File: config.mk
export PLATFORM = sky130hd
export DESIGN_NAME = trellis_bank_ctrl_flat
export DESIGN_NICKNAME = d
export VERILOG_FILES = /design/src/rtl/trellis_bank_ctrl_if.sv /design/src/rtl/trellis_bank_ctrl.sv /design/src/flat_wrapper.sv
export SDC_FILE = /design/constraint.sdc
export NUM_CORES = 1
export LEC_CHECK = 0
export BUFFER_PORTS_ARGS = -buffer_cell sky130_fd_sc_hd__buf_2
export CAP_MARGIN = 30
export CORE_UTILIZATION = 49
export DETAILED_ROUTE_END_ITERATION = 6
export GPL_TIMING_DRIVEN = 0
export PLACE_DENSITY = 0.8
export RECOVER_POWER = 25
export SLEW_MARGIN = 20
export SYNTH_ARGS = -nofsm -noshare
export SYNTH_HDL_FRONTEND = slang
export SYNTH_SLANG_ARGS = --single-unit
File: constraint.sdc
create_clock -name clk -period 1.6 [get_ports clk]
set_input_delay 0.08 -clock clk [delete_from_list [all_inputs] [get_ports clk]]
set_output_delay 0.08 -clock clk [all_outputs]
set_load 0.02 [all_outputs]
File: src/rtl/trellis_bank_ctrl_if.sv
// Bus between trellis_bank_ctrl and the decoder top: decode enable in; bank addresses,
// write strobes, TBU controls, display-memory addressing and status out.
interface trellis_bank_ctrl_if #(
  parameter int unsigned ADDR_W = 10
);
  logic              enable;
  logic [ADDR_W-1:0] addr_a, addr_b, addr_c, addr_d;
  logic              wr_a, wr_b, wr_c, wr_d;
  logic              tbu0_en, tbu1_en;
  logic [1:0]        tbu0_src0, tbu0_src1, tbu1_src0, tbu1_src1;
  logic              tbu0_sel, tbu1_sel;
  logic [ADDR_W-1:0] addr_disp0, addr_disp1;
  logic              out_sel;
  logic [1:0]        state_o;
  logic [15:0]       frame_cnt;

  modport master (
    input  enable,
    output addr_a, addr_b, addr_c, addr_d, wr_a, wr_b, wr_c, wr_d,
           tbu0_en, tbu1_en, tbu0_src0, tbu0_src1, tbu1_src0, tbu1_src1,
           tbu0_sel, tbu1_sel, addr_disp0, addr_disp1, out_sel, state_o, frame_cnt
  );

  modport slave (
    output enable,
    input  addr_a, addr_b, addr_c, addr_d, wr_a, wr_b, wr_c, wr_d,
           tbu0_en, tbu1_en, tbu0_src0, tbu0_src1, tbu1_src0, tbu1_src1,
           tbu0_sel, tbu1_sel, addr_disp0, addr_disp1, out_sel, state_o, frame_cnt
  );
endinterface

File: src/rtl/trellis_bank_ctrl.sv
// Viterbi storage-path sequencer: rotates trellis banks A-D, drives TBU controls and
// ping-pongs display memories. Define FRAME_CNT_EN to build the bank-rotation counter.
module trellis_bank_ctrl #(
  parameter int unsigned ADDR_W = 10
) (
  input logic               clk,
  input logic               rst,
  trellis_bank_ctrl_if.master bus
);
  localparam logic [ADDR_W-1:0] CNT_MAX      = '1;
  localparam logic [ADDR_W-1:0] DISP_WR_INIT = ADDR_W'(2);
  localparam logic [ADDR_W-1:0] DISP_RD_INIT = CNT_MAX - ADDR_W'(2);

  typedef enum logic [1:0] {IDLE = 2'd0, FILL = 2'd1, RUN = 2'd2} state_t;
  state_t state, state_nxt;

  logic [ADDR_W-1:0] wr_cnt, rd_cnt, disp_wr_cnt, disp_rd_cnt;
  logic [1:0]        bank, bank_d1, bank_d2;
  logic              disp_ph, disp_ph_d1;
  logic              wrap;
  logic [ADDR_W-1:0] addr_nxt [4];
  logic [3:0]        wr_nxt;
  logic [1:0]        t0s0, t0s1, t1s0, t1s1;
  logic              t0sel, t1sel;

  assign wrap        = (wr_cnt == CNT_MAX);
  assign bus.state_o = state;

  always_comb begin
    state_nxt = state;
    if (!bus.enable) begin
      state_nxt = IDLE;
    end else begin
      case (state)
        IDLE:    state_nxt = FILL;
        FILL:    if (bank_d2 == 2'd2) state_nxt = RUN;
        RUN:     state_nxt = RUN;
        default: state_nxt = IDLE;
      endcase
    end
  end

  // Writer takes bank index; the bank opposite it (index ^ 2) idles; the other two read.
  always_comb begin
    addr_nxt = '{default: '0};
    wr_nxt   = '0;
    for (int unsigned i = 0; i < 4; i++) begin
      if (2'(i) == bank) begin
        addr_nxt[i] = wr_cnt;
        wr_nxt[i]   = 1'b1;
      end else if (2'(i) != (bank ^ 2'd2)) begin
        addr_nxt[i] = rd_cnt;
      end
    end
  end

  always_comb begin
    t0s0 = 2'd3; t0s1 = 2'd2; t0sel = 1'b0;
    t1s0 = 2'd2; t1s1 = 2'd1; t1sel = 1'b1;
    case (bank_d2)
      2'd0: begin t0s0 = 2'd3; t0s1 = 2'd2; t0sel = 1'b0; t1s0 = 2'd2; t1s1 = 2'd1; t1sel = 1'b1; end
      2'd1: begin t0s0 = 2'd3; t0s1 = 2'd2; t0sel = 1'b1; t1s0 = 2'd0; t1s1 = 2'd3; t1sel = 1'b0; end
      2'd2: begin t0s0 = 2'd1; t0s1 = 2'd0; t0sel = 1'b0; t1s0 = 2'd0; t1s1 = 2'd3; t1sel = 1'b1; end
      default: begin t0s0 = 2'd1; t0s1 = 2'd0; t0sel = 1'b1; t1s0 = 2'd2; t1s1 = 2'd1; t1sel = 1'b0; end
    endcase
  end

  always_ff @(posedge clk) begin
    if (!rst) begin
      state       <= IDLE;
      wr_cnt      <= '0;
      rd_cnt      <= CNT_MAX;
      disp_wr_cnt <= DISP_WR_INIT;
      disp_rd_cnt <= DISP_RD_INIT;
      bank        <= '0;
      bank_d1     <= '0;
      bank_d2     <= '0;
      disp_ph     <= 1'b0;
      disp_ph_d1  <= 1'b0;
      bus.out_sel <= 1'b0;
      bus.addr_a  <= '0; bus.addr_b <= '0; bus.addr_c <= '0; bus.addr_d <= '0;
      bus.wr_a    <= 1'b0; bus.wr_b <= 1'b0; bus.wr_c <= 1'b0; bus.wr_d <= 1'b0;
      bus.tbu0_en <= 1'b0; bus.tbu1_en <= 1'b0;
      bus.tbu0_src0 <= '0; bus.tbu0_src1 <= '0; bus.tbu0_sel <= 1'b0;
      bus.tbu1_src0 <= '0; bus.tbu1_src1 <= '0; bus.tbu1_sel <= 1'b0;
      bus.addr_disp0 <= '0; bus.addr_disp1 <= '0;
    end else begin
      state         <= state_nxt;
      disp_ph_d1    <= disp_ph;
      bus.out_sel   <= disp_ph_d1;
      bus.tbu0_src0 <= t0s0; bus.tbu0_src1 <= t0s1; bus.tbu0_sel <= t0sel;
      bus.tbu1_src0 <= t1s0; bus.tbu1_src1 <= t1s1; bus.tbu1_sel <= t1sel;
      // Flush restarts the stream but leaves every address output at its last value.
      if (!bus.enable) begin
        wr_cnt      <= '0;
        rd_cnt      <= CNT_MAX;
        disp_wr_cnt <= DISP_WR_INIT;
        disp_rd_cnt <= DISP_RD_INIT;
        bank        <= '0;
        bank_d1     <= '0;
        bank_d2     <= '0;
        disp_ph     <= 1'b0;
        bus.wr_a    <= 1'b0; bus.wr_b <= 1'b0; bus.wr_c <= 1'b0; bus.wr_d <= 1'b0;
        bus.tbu0_en <= 1'b0; bus.tbu1_en <= 1'b0;
      end else begin
        wr_cnt      <= wr_cnt + 1'b1;
        rd_cnt      <= rd_cnt - 1'b1;
        disp_wr_cnt <= disp_wr_cnt - 1'b1;
        disp_rd_cnt <= disp_rd_cnt + 1'b1;
        bank        <= bank + {1'b0, wrap};
        bank_d1     <= bank;
        bank_d2     <= bank_d1;
        disp_ph     <= bank_d2[0];
        bus.addr_a  <= addr_nxt[0]; bus.addr_b <= addr_nxt[1];
        bus.addr_c  <= addr_nxt[2]; bus.addr_d <= addr_nxt[3];
        bus.wr_a    <= wr_nxt[0]; bus.wr_b <= wr_nxt[1];
        bus.wr_c    <= wr_nxt[2]; bus.wr_d <= wr_nxt[3];
        bus.tbu0_en <= bus.tbu0_en | (bank_d2 == 2'd2);
        bus.tbu1_en <= bus.tbu1_en | (bank_d2 == 2'd3);
        bus.addr_disp0 <= disp_ph ? disp_wr_cnt : disp_rd_cnt;
        bus.addr_disp1 <= disp_ph ? disp_rd_cnt : disp_wr_cnt;
      end
    end
  end

`ifdef FRAME_CNT_EN
  logic [15:0] frame_q;
  always_ff @(posedge clk) begin
    if (!rst || !bus.enable) begin
      frame_q <= '0;
    end else if (wrap && bank == 2'd3 && frame_q != 16'hFFFF) begin
      frame_q <= frame_q + 16'd1;
    end
  end
  assign bus.frame_cnt = frame_q;
`else
  assign bus.frame_cnt = '0;
`endif

endmodule

File: src/flat_wrapper.sv
// flat-port wrapper written by rule: the top's interface ports become plain ports
module trellis_bank_ctrl_flat 
#(
  parameter int unsigned ADDR_W = 10
)
  (clk, rst, bus_enable, bus_addr_a, bus_addr_b, bus_addr_c, bus_addr_d, bus_wr_a, bus_wr_b, bus_wr_c, bus_wr_d, bus_tbu0_en, bus_tbu1_en, bus_tbu0_src0, bus_tbu0_src1, bus_tbu1_src0, bus_tbu1_src1, bus_tbu0_sel, bus_tbu1_sel, bus_addr_disp0, bus_addr_disp1, bus_out_sel, bus_state_o, bus_frame_cnt);
  trellis_bank_ctrl_if #(.ADDR_W(ADDR_W)) bus_i ();
  input logic clk;
  input logic rst;
  input wire logic [$bits(bus_i.enable)-1:0] bus_enable;
  output wire logic [$bits(bus_i.addr_a)-1:0] bus_addr_a;
  output wire logic [$bits(bus_i.addr_b)-1:0] bus_addr_b;
  output wire logic [$bits(bus_i.addr_c)-1:0] bus_addr_c;
  output wire logic [$bits(bus_i.addr_d)-1:0] bus_addr_d;
  output wire logic [$bits(bus_i.wr_a)-1:0] bus_wr_a;
  output wire logic [$bits(bus_i.wr_b)-1:0] bus_wr_b;
  output wire logic [$bits(bus_i.wr_c)-1:0] bus_wr_c;
  output wire logic [$bits(bus_i.wr_d)-1:0] bus_wr_d;
  output wire logic [$bits(bus_i.tbu0_en)-1:0] bus_tbu0_en;
  output wire logic [$bits(bus_i.tbu1_en)-1:0] bus_tbu1_en;
  output wire logic [$bits(bus_i.tbu0_src0)-1:0] bus_tbu0_src0;
  output wire logic [$bits(bus_i.tbu0_src1)-1:0] bus_tbu0_src1;
  output wire logic [$bits(bus_i.tbu1_src0)-1:0] bus_tbu1_src0;
  output wire logic [$bits(bus_i.tbu1_src1)-1:0] bus_tbu1_src1;
  output wire logic [$bits(bus_i.tbu0_sel)-1:0] bus_tbu0_sel;
  output wire logic [$bits(bus_i.tbu1_sel)-1:0] bus_tbu1_sel;
  output wire logic [$bits(bus_i.addr_disp0)-1:0] bus_addr_disp0;
  output wire logic [$bits(bus_i.addr_disp1)-1:0] bus_addr_disp1;
  output wire logic [$bits(bus_i.out_sel)-1:0] bus_out_sel;
  output wire logic [$bits(bus_i.state_o)-1:0] bus_state_o;
  output wire logic [$bits(bus_i.frame_cnt)-1:0] bus_frame_cnt;
  assign bus_i.enable = bus_enable;
  assign bus_addr_a = bus_i.addr_a;
  assign bus_addr_b = bus_i.addr_b;
  assign bus_addr_c = bus_i.addr_c;
  assign bus_addr_d = bus_i.addr_d;
  assign bus_wr_a = bus_i.wr_a;
  assign bus_wr_b = bus_i.wr_b;
  assign bus_wr_c = bus_i.wr_c;
  assign bus_wr_d = bus_i.wr_d;
  assign bus_tbu0_en = bus_i.tbu0_en;
  assign bus_tbu1_en = bus_i.tbu1_en;
  assign bus_tbu0_src0 = bus_i.tbu0_src0;
  assign bus_tbu0_src1 = bus_i.tbu0_src1;
  assign bus_tbu1_src0 = bus_i.tbu1_src0;
  assign bus_tbu1_src1 = bus_i.tbu1_src1;
  assign bus_tbu0_sel = bus_i.tbu0_sel;
  assign bus_tbu1_sel = bus_i.tbu1_sel;
  assign bus_addr_disp0 = bus_i.addr_disp0;
  assign bus_addr_disp1 = bus_i.addr_disp1;
  assign bus_out_sel = bus_i.out_sel;
  assign bus_state_o = bus_i.state_o;
  assign bus_frame_cnt = bus_i.frame_cnt;
  trellis_bank_ctrl #(.ADDR_W(ADDR_W)) u_core (.clk(clk), .rst(rst), .bus(bus_i));
endmodule
; Word level (Yosys, flattened, before mapping)
; Index checks and enable logic that the tools add are counted.
; W data, S select, Z words.
[word_totals]
reg_bits = 127
latchBits = 0
ram_bits = 0
rom_bits = 0
in_bits = 3
output_inout_bits = 95
wordCells = 80
mem_count = 0
[op_classes]
n_addsub = 5
n_mul = 0
n_div = 0
n_lt_le_gt_ge = 0
n_eq_ne = 13
shift = 0
muxes = 22
bitwise_logic = 3
reduce_logical = 8
[op_table]
columns = cell, count
row1 = $mux W10, 10
row2 = $add A10 B1 Y10 const B, 2
row3 = $sub A10 B1 Y10 const B, 2
row4 = $eq A10 B10 Y1 const B, 1
row5 = $mux W2, 5
row6 = $eq A2 B2 Y1 const B, 3
row7 = $logic_not A2 Y1, 3
row8 = $mux W1, 6
row9 = $pmux W2 S3, 1
row10 = $reduce_or A2 Y1, 3
row11 = $eq A2 B1 Y1 const B, 2
row12 = $eq A2 B2 Y1 const A, 2
row13 = $ne A2 B2 Y1 const A, 2
row14 = $add A2 B1 Y2, 1
row15 = $eq A1 B2 Y1 const A, 1
row16 = $ne A1 B2 Y1 const A, 1
row17 = $ne A2 B1 Y1 const B, 1
row18 = $or A1 B1 Y1, 2
row19 = $reduce_and A2 Y1, 1
row20 = $reduce_bool A2 Y1, 1
row21 = $not A1 Y1, 1

; Longest topological paths before layout
[depth]
depth_word = 4
mapped_depth = 7
depth_no_buf = 7

; Worst setup path after synthesis
; OpenSTA, ideal clock, no wires.
[synth_path]
kind = reg-to-reg
from = reg u_core.disp_wr_cnt[2]
to = reg u_core.disp_wr_cnt[8]
setup_time_ns = 0.070
arrival_ns = 1.576
required_time_ns = 1.530
slack_ns = -0.046
stages_incl_launch_ff = 5
path_buffers = 1
period_less_slack_ns = 1.646
cell_sequence = dfxtp_1 > or4_1 > buf_2 > or4_1 > a21oi_1
[synth_between]
elab_chain_len = 1
[synth_rtl]
columns = item, line
row1 = "start, declared", trellis_bank_ctrl.sv:17  ; logic [ADDR_W-1:0] wr_cnt, rd_cnt, disp_wr_cnt, disp_rd_cnt;
row2 = "start signal, assigned", trellis_bank_ctrl.sv:108  ; disp_wr_cnt <= disp_wr_cnt - 1'b1;
row3 = $sub A10 B1 Y10, trellis_bank_ctrl.sv:108
; No other way between the ends.
; A chain may end at the register's enable or synchronous reset.

; Worst setup path in the final report
[layout_path]
from = reg u_core.disp_wr_cnt[4]
to = reg u_core.disp_wr_cnt[8]
; Same word-level chain as after synthesis.

==> impl_results.md <==
* Crit path DAT at 2.03 ns
* ANT cells at 0
* Worst setup path class: reg2reg
* Post-Synthesis Cells at 569
* DP Area at 5690 sq um
* Final Max Slew Viols at 0
* Nets at roughly 700
* Final Setup Violations at 0
* Synth warnings at 0
* Critical-path maximum fanout at 8
* Buffers on Ports at 78
* Final Hold Violating Endpoints at 0
* DRC Markers at 0
* Core ar. at between 9000 and 10000 sq um
* DRT Pass-1 Iters at 6
* Slew margin rel. at 0.521
* Row count at 36
* Wire length per cell at approximately 16 microns
* Final min period at ~1.6 ns
* Total track usage at 0.253
* Share of layout cells above drive strength 1 at 0.157
* Adder-cell area share of the yosys netlist at 0.0272
* Fin area at approximately 6300 sq um
* Peak VDD IR at roughly 700 uV
* Vias per cell at about 5.6
* Register area share after synthesis at 0.486
* Synth Area in XOR/XNOR at 0.0156
* Synth area leaders: dfxtp_1 49%, nand2_1 5.5%, o21ai_0 5.0%, a21oi_1 4.8%, mux2i_1 4.2%
* CP Launch Type: flop
* Root Driver: clkbuf_8
* Hold_ws at between 0.15 and 0.2 ns
* Synth top area share at 0.486
* CTS Sinks at 123
* I/O pins at between 90 and 100
* Iter 0 DRT Violations at approximately 380
* Die Height at ~100 microns
* Asr flop ratio synth at 0
* Grt total ovfl at 0
* Routed WL at 13300 microns
* Syn-to-layout area delta at 23.7%
* Synth Area in Compound Gates at 0.196
* Largest family of logic cells by synthesized area: compound AO/OA/AOI/OAI gates
* Skew-Pair Late Insertion Delay at about 0.52 ns
* Vias in the first global route at ~4500
* Number of synthesized flops with an enable pin at 0
* Cell Area, Synth at 5060 sq um
* Deepest clock path buffer count at 2
* #FFs+latches synth at around 120
* GP Congestion at approximately 0.86
* CTS H-tree depth at 4
* RSZ-0062 raised after global routing: true
* FMAX at between 600 and 700 MHz
* Power per cell area at 1230 nW/um^2
* Clk_skew at 0.00683 ns
* Total Die Area at between 10000 and 15000 sq um
* Die Wd at between 100 and 150 microns
* Antenna violations before repair at 0
* Critical Path End Type: flop
* Largest net degree at the start of global routing at 17
* Worst Path Required at just over 2 ns
* Via count at around 4600
* First-pass GRT wire length at approximately 22000 microns
* Routed Antenna Nets at 0
* Initial core utilization at 0.511
* Util after Layout at 0.632
* CTS tree: done
* Outcome: complete, no violations
* Synth cell types at 37
* Post-Syn Area per Cell at between 8 and 9 sq um
* Max cap viols at 0
* Clock Pin Slew Worst Setup and Hold Paths at ~0.06 ns
* Leading area contributor after synthesis: dfxtp_1
* Post-Synth Simple-Gate Area at 0.161
* Final Cycle Share at 0.991
* Mux cell area share after synthesis at 0.0415
* Total CTS buffers at 17
* HP Class: in2reg
* Static leakage at 2.70 nW
* Ys flop type: dfxtp_1
* Placed wire-length estimate at between 8000 and 9000 microns
* Worst slew pin tran at around 0.72 ns
[layout make-up]
type | instances | area (sq um)
fill | 821 | 3650
tap | 133 | 166
multi-input combinational | 387 | 2350
timing repair buffer | 81 | 363
clock inverter | 9 | 120
buffer | 52 | 273
clock buffer | 21 | 459
inverter | 15 | 56.3
sequential | 123 | 2480
[per-stage QoR]
step	setup slack, ns	cells	TNS (ns)	power [mW]
6_report	0.0142	821	0	7.72
3_5_place_dp	-0.176	797	-1.40	4.02
4_1_cts	0.00991	826	0	7.73
3_3_place_gp	-0.134	797	-0.651	4.00
2_1_floorplan	0.0589	586	0	3.80
5_1_grt	-0.00670	821	-0.0104	7.94
[cell usage after synthesis, drive strengths merged, types with 2 or more instances]
| cell type | count |
|---|---|
| dfxtp | 123 |
| nand4 | 2 |
| a21boi | 21 |
| nor2b | 3 |
| nor3 | 5 |
| o211a | 20 |
| nand3 | 16 |
| clkbuf | 39 |
| mux2i | 21 |
| and3 | 9 |
| nor3b | 2 |
| nand2 | 74 |
| ha | 11 |
| a21oi | 49 |
| o31ai | 6 |
| xnor2 | 6 |
| xor2 | 3 |
| or4 | 8 |
| inv | 15 |
| o21a | 4 |
| buf | 22 |
| nor2 | 22 |
| or3 | 9 |
| and2 | 9 |
| o21ai | 51 |
| nand2b | 4 |
| and4 | 3 |
| o211ai | 4 |
[routing by layer]
layer  wire, microns  up-vias  track usage
met2            6360      233        0.403
met4             369        0        0.124
li1                -     2154            -
met5               0        -            0
met3            1080       42       0.0673
met1            5510     2181        0.318
[path summary, 6_finish.rpt]
kind         slack (ns)                              from  cells after the start                               end
max                0.01  u_core.disp_wr_cnt[4]$_SDFF_PN0_                      3  u_core.disp_wr_cnt[8]$_SDFF_PN0_
min                0.20                        bus_enable                      3        u_core.bus.wr_a$_SDFF_PN0_
max reg2reg        0.01  u_core.disp_wr_cnt[4]$_SDFF_PN0_                      3  u_core.disp_wr_cnt[8]$_SDFF_PN0_
min reg2reg        0.44      u_core.disp_ph_d1$_SDFF_PN0_                      1     u_core.bus.out_sel$_SDFF_PN0_
[critical path, stage by stage, from the launching register on]
cell	delay, ns
dfxtp_4	0.35
or4_4	0.60
or4_4	0.44
a21oi_2	0.13
[cells in the final DEF, fill, tap and decap left out, types with 3 or more instances in the layout]
cell       netlist  layout
o31ai_1          6       5
a21oi_1         49      48
buf_4           20      22
o211ai_1         4       4
and4_1           3       3
and2_1           9       8
nor2b_1          3       3
clkinv_2         0       6
ha_1            11       9
dfxtp_1        123     114
or4_4            0       4
nand3_1         16      16
nand2_1         74      74
or3_1            9       9
o211a_1         20      20
o21ai_0         51      51
conb_1           1      18
inv_1           15      15
o21a_1           4       4
and3_1           9       9
dfxtp_2          0       7
bufinv_16        0       3
a21boi_0        21      21
nor2_1          22      22
nor3_1           5       5
mux2i_1         21      21
buf_2            2      37
xor2_1           3       3
or4_1            8       4
clkbuf_8         0       4
nand2b_1         4       4
clkbuf_1        39      73
clkbuf_16        0      16
xnor2_1          6       6
[logic make-up (layout without fill, tap and decap cells)]
| family | after synthesis | in the layout |
|---|---|---|
| fa+ha+maj | 11 | 11 |
| compound gates | 159 | 159 |
| buf+inv | 76 | 178 |
| mux | 21 | 21 |
| other cells | 1 | 18 |
| flops | 123 | 123 |
| simple gates | 169 | 169 |
| xor+xnor | 9 | 9 |
[where the power goes]
part	total [mW]	internal [mW]	leakage, nW	switching (mW)
registers	3.30	3.20	1.01	0.0995
logic	0.668	0.227	1.40	0.442
clock network	3.76	2.46	0.293	1.30
total	7.72	5.88	2.70	1.84
[repair_timing]
action	4_1_cts	5_1_grt
buffers inserted	1	1
resized for setup	9	15
endpoints found under the setup margin	16	30
pin swaps	1	2
hold buffers	1	0
hold endpoints to repair	1	0
[state kept, by name (all words and copies together) (netlist names), 2 cells and up]
name and count:
u_core.bus.addr_disp1 10, u_core.bank_d1 2, u_core.disp_wr_cnt 10, u_core.bus.addr_b 10, u_core.disp_rd_cnt 10, u_core.bus.addr_a 10
u_core.bank 2, u_core.bus.addr_disp0 10, u_core.rd_cnt 10, u_core.bank_d2 2, u_core.wr_cnt 10, u_core.bus.addr_d 10
u_core.bus.addr_c 10, u_core.bus.state_o 2, u_core.bus.tbu1_src1 2
Power figures use the tool's default switching activity.
